[src/rtl/bubble_pipe.sv]
// bubble_pipe: valid/ready register pipeline with bubble collapse.
// Each stage can accept a new item whenever it is empty, even while
// downstream stalls. With REG_READY=0 the upstream ready is the end of a
// combinational chain from m_ready. With REG_READY=1 a one-entry skid
// register sits in front of stage 0 so that s_ready comes straight from a
// flop. count tracks every item held (stages plus skid).
module bubble_pipe #(
  parameter  int DATA_WIDTH = 8,
  parameter  int STAGES     = 3,
  parameter  int REG_READY  = 0,
  localparam int CAP        = STAGES + REG_READY,
  localparam int CW         = $clog2(CAP + 1)
) (
  input  logic                  clk,
  input  logic                  rst,
  input  logic                  flush,
  input  logic                  s_valid,
  output logic                  s_ready,
  input  logic [DATA_WIDTH-1:0] s_data,
  output logic                  m_valid,
  input  logic                  m_ready,
  output logic [DATA_WIDTH-1:0] m_data,
  output logic [CW-1:0]         count,
  output logic                  empty,
  output logic                  full
);

  localparam logic [CW-1:0] CAP_C = CW'(CAP);

  logic [STAGES-1:0]     valid_q, valid_d;
  logic [DATA_WIDTH-1:0] data_q [STAGES];
  logic [DATA_WIDTH-1:0] data_d [STAGES];
  logic [CW-1:0]         count_q, count_d;

  // stage_rdy[i] is r_i; stage_rdy[STAGES] is the downstream ready.
  logic [STAGES:0]       stage_rdy;

  // Item offered to stage 0 (from the skid or straight from s_data).
  logic                  feed_valid;
  logic [DATA_WIDTH-1:0] feed_data;

  logic                  in_xfer;
  logic                  out_xfer;

  // Ready chain: a stage is ready if the next one is ready or it is empty.
  always_comb begin
    stage_rdy[STAGES] = m_ready;
    for (int i = STAGES - 1; i >= 0; i--) begin
      stage_rdy[i] = stage_rdy[i+1] | ~valid_q[i];
    end
  end

  if (REG_READY == 0) begin : g_comb_ready
    // Upstream sees the raw chain; nothing is accepted during rst or flush.
    assign s_ready    = stage_rdy[0] & ~flush & ~rst;
    assign feed_valid = s_valid & s_ready;
    assign feed_data  = s_data;
  end else begin : g_skid
    logic                  skid_valid_q, skid_valid_d;
    logic [DATA_WIDTH-1:0] skid_data_q, skid_data_d;

    // Ready depends only on the skid flop, breaking the m_ready chain.
    assign s_ready    = ~skid_valid_q & ~flush & ~rst;
    // A held skid entry has priority; otherwise s_data bypasses the skid.
    assign feed_valid = skid_valid_q | (s_valid & s_ready);
    assign feed_data  = skid_valid_q ? skid_data_q : s_data;

    // Skid next state: drain into stage 0 when it frees, capture on a stall.
    always_comb begin
      skid_valid_d = skid_valid_q;
      skid_data_d  = skid_data_q;
      if (skid_valid_q) begin
        if (stage_rdy[0]) begin
          skid_valid_d = 1'b0;
        end
      end else if (s_valid && s_ready && !stage_rdy[0]) begin
        skid_valid_d = 1'b1;
        skid_data_d  = s_data;
      end
    end

    // Skid register; flush drops the entry but leaves its payload alone.
    always_ff @(posedge clk) begin
      if (rst) begin
        skid_valid_q <= 1'b0;
        skid_data_q  <= '0;
      end else if (flush) begin
        skid_valid_q <= 1'b0;
      end else begin
        skid_valid_q <= skid_valid_d;
        skid_data_q  <= skid_data_d;
      end
    end
  end

  assign in_xfer  = s_valid & s_ready;
  assign out_xfer = m_valid & m_ready;

  // Stage next state: a ready stage takes its upstream valid; data moves
  // only with a real item so bubbles leave payloads untouched.
  // NOTE: every variable of a combinational block gets a default on entry;
  // a path that skips an assignment would otherwise infer a latch.
  always_comb begin
    valid_d = valid_q;
    data_d  = data_q;
    if (stage_rdy[0]) begin
      valid_d[0] = feed_valid;
      if (feed_valid) begin
        data_d[0] = feed_data;
      end
    end
    for (int i = 1; i < STAGES; i++) begin
      if (stage_rdy[i]) begin
        valid_d[i] = valid_q[i-1];
        if (valid_q[i-1]) begin
          data_d[i] = data_q[i-1];
        end
      end
    end
  end

  // Occupancy: +1 on input-only, -1 on output-only, hold otherwise.
  always_comb begin
    count_d = count_q;
    if (in_xfer && !out_xfer) begin
      count_d = count_q + 1'b1;
    end else if (!in_xfer && out_xfer) begin
      count_d = count_q - 1'b1;
    end
  end

  // Pipeline state. rst clears everything including payloads; flush clears
  // only the bookkeeping so payload registers keep their last contents.
  // NOTE: sequential state uses non-blocking assignments so every register
  // samples pre-edge values regardless of statement order.
  always_ff @(posedge clk) begin
    if (rst) begin
      valid_q <= '0;
      count_q <= '0;
      // NOTE: the payload array is reset element by element; it is a bank
      // of flops, not a RAM, so a reset value costs nothing special.
      for (int i = 0; i < STAGES; i++) begin
        data_q[i] <= '0;
      end
    end else if (flush) begin
      valid_q <= '0;
      count_q <= '0;
    end else begin
      valid_q <= valid_d;
      data_q  <= data_d;
      count_q <= count_d;
    end
  end

  // Output is suppressed in a rst or flush cycle so nothing leaves.
  assign m_valid = valid_q[STAGES-1] & ~flush & ~rst;
  assign m_data  = data_q[STAGES-1];
  assign count   = count_q;
  assign empty   = (count_q == '0);
  assign full    = (count_q == CAP_C);

endmodule

[config.mk]
export PLATFORM = sky130hd
export DESIGN_NAME = bubble_pipe
export DESIGN_NICKNAME = d
export VERILOG_FILES = /design/src/rtl/bubble_pipe.sv
export SDC_FILE = /design/constraint.sdc
export NUM_CORES = 1
export LEC_CHECK = 0
export BUFFER_PORTS_ARGS = -buffer_cell sky130_fd_sc_hd__clkbuf_2
export CAP_MARGIN = 20
export CORE_ASPECT_RATIO = 1.4
export CORE_MARGIN = 2
export CORE_UTILIZATION = 40
export DETAILED_ROUTE_END_ITERATION = 6
export HOLD_SLACK_MARGIN = 0.05
export PLACE_DENSITY = 0.71
export SLEW_MARGIN = 20
export SYNTH_ARGS = -nofsm -noshare
export SYNTH_HDL_FRONTEND = slang
export SYNTH_SLANG_ARGS = --single-unit
[constraint.sdc]
create_clock -name clk -period 2.85 [get_ports clk]
set_input_delay 0.285 -clock clk [delete_from_list [all_inputs] [get_ports clk]]
set_output_delay 0.285 -clock clk [all_outputs]
set_load 0.005 [all_outputs]
==> results.ini <==
[synth]
yosysSeqAreaShare_pct = 45.3
synthFlopType = dfxtp_1
synth_area_um2 = 1280
syn_inst = 137
yosys_warnings = 0
synth_cell_types = 26
async_flop_share_pct = 0
syn_avg_cell_area_um2 = 9.35
synth_edf_count = 0
synth.ff_latch_count = 29
synth_fp_nets = 151

[cells_and_area]
n_antenna_cell = 0
final_cell_mix = dfxtp_1 (29), clkbuf_2 (26), nand2b_1 (18), mux2i_1 (16), inv_1 (10)
fillers = 323
drive_gt1_share_pct = 23.6
fin_nets = 170
syn2layout_area_growth_pct = 12.9
instances_no_fill = 196
final_common_cell = dfxtp_1

[sta]
fmax_ghz = 0.493
hold_violations = 0
finClkSkew_ns = 0.00456
setup_ws_ns = 0.823
tightest_slew_ns = 0.721
tns_ns = 0
hold-worst-slack_ns = 0.221
relSlewSlack_pct = 51.8
setup_violations = 0
fin_crit_ns = 2.03
drv_slew = 0
fin_crit_sh_pct = 71.1
rsz0062_at_grt = no

[min_path]
holdCritStartpoint = s_data[2]
hp-class = in -> reg
min_path_cells = 3
hold_end = data_q[18]

[placed_design]
place_ws_ns = 0.723
dp_hpwl_um = 1670
gp_congestion = 0.706
numPortBuffers = 26
dp.cells = 188

[clocking]
cts_setup_buffers = 0
cts_tree = built
clkTransAtPathRegs_ns = 0.06
numClockSinks = 29
cts_max_level = 2
clock_latency_ns = 0.28
cts_hold_buf = 0
clockBufferDepth = 2
cts.repair.resized = 0
root_buffer = clkbuf_8
cts_buffers = 5

[floorplan]
ios = 27
die-width_um = 51.8
coreArea_um2 = 3090
rows = 24
start_util_pct = 41.4
die_y_um = 71.0
dieArea_um2 = 3680

[drt]
avgViaCountPerCell = 4.72
wire_per_inst_um = 11.3
ant_nets = 0
routed_wl_um = 2210
drt_iter0_drc = 6
drtPass1Iterations = 2
drc = 0
num_vias = 925

[global_routing]
gr-usage-met1_pct = 14.7
grtUsageMet3_pct = 7.17
grt-ovfl-total = 0
grt_pass1_vias = 911
antenna_found_initial = 0
grt_pass1_wl_um = 3860
grt.total_usage_pct = 14.4
use_met2_pct = 23.2
grt_most_used_layer = met2
grt_max_degree = 28

[pwr]
power.leakage_nw = 0.680
ir_drop_uv = 332
power.density_nw_per_um2 = 539
p_total_w = 0.000780

[critical_path]
path_class = reg -> reg
worst_ep_arrival_time_ns = 2.22
cpPeakStageDelay_ns = 0.35
cpMaxStageDelayCell = or3_1
crit_path_end_kind = register
reg2reg_depth = 7
path_buf_inv = 2
cpLargestDelayFamily = simple AND/OR/NAND/NOR gates
path_cells = nand2b_1, o211ai_2, buf_4, inv_1, ha_1, or3_1, a21boi_0
cp_max_fo = 10
cp.required_ns = 3.05
r2r-start = valid_q[2]
reg2reg_to = count[1]
r2r_slack_ns = 0.82
cp-start-kind = register
startpoint = valid_q[2]

[status]
status = complete, no violations

[run]
drv_cap = 0

## worst max-delay path by stage
| stage | endpoint | depth (start not counted) |
|---|---|---|
| CTS | count[1] | 7 |
| finish | count[1] | 7 |
| global placement | count[1] | 8 |
| floorplan | count[1] | 8 |
| global route | count[1] | 7 |
| detailed placement | count[1] | 8 |
## metrics by stage
step	util (%)	area (µm²)
6_report	46.8	1450
5_1_grt	46.8	1450
4_1_cts	46.8	1450
3_5_place_dp	44.1	1360
3_3_place_gp	44.1	1360
2_1_floorplan	-	1280
## metal layers
layer | up-vias | part of all wire, %
met4 | 0 | 2.6
met2 | 17 | 52
met1 | 417 | 40
li1 | 486 | -
met5 | - | 0
met3 | 5 | 5.2
## cell usage after synthesis, types with 3 or more instances
master | n | area share, %
buf_2 | 4 | 1.6
nand2b_1 | 18 | 8.8
mux2i_1 | 16 | 12
buf_4 | 8 | 4.7
inv_1 | 10 | 2.9
nor3_1 | 3 | 1.2
nand3_1 | 8 | 3.1
a21oi_1 | 9 | 3.5
o21ai_0 | 9 | 3.5
dfxtp_1 | 29 | 45
## state kept, by name, indices dropped and copies added, names as in the netlist
name	flops
data_q	16
count	2
valid_q	3
m_data	8
## cells by family (layout without fill, tap and decap cells)
logic type                 count (synthesis)  count (layout)  share of synthesized area, %
and+or+nand+nor                           39              39                          17.2
xor gates and xnor gates                   2               2                          1.37
DFF                                       29              29                          45.3
muxes                                     16              16                          12.5
buffers and inverters                     26              46                          11.6
adders and majority gates                  1               1                         0.976
AOI/OAI and AO/OA                         24              24                          11.0
## worst register-to-register path: stages (launching register included)
cell and delay [ns]:
dfxtp_1 0.34, nand2b_1 0.23, o211ai_2 0.23, buf_4 0.22, inv_1 0.06, ha_1 0.33
or3_1 0.35, a21boi_0 0.18
## final cells by class
type / instances / area, µm² / area share [%]
clock buffer: 6 / 72.6 / 5.02
clock inverter: 2 / 10.0 / 0.692
inverter: 10 / 37.5 / 2.60
multi-input combinational: 82 / 552 / 38.1
sequential: 29 / 581 / 40.1
tap: 39 / 48.8 / 3.37
timing repair buffer: 28 / 145 / 10.0
## where the power goes
group / switching (W) / internal, W / total [W]
sequential: 0.00000369 / 0.000414 / 0.000418
combinational: 0.0000237 / 0.0000236 / 0.0000473
clock: 0.000146 / 0.000168 / 0.000314
No activity file was read; power rests on OpenSTA's default activity.
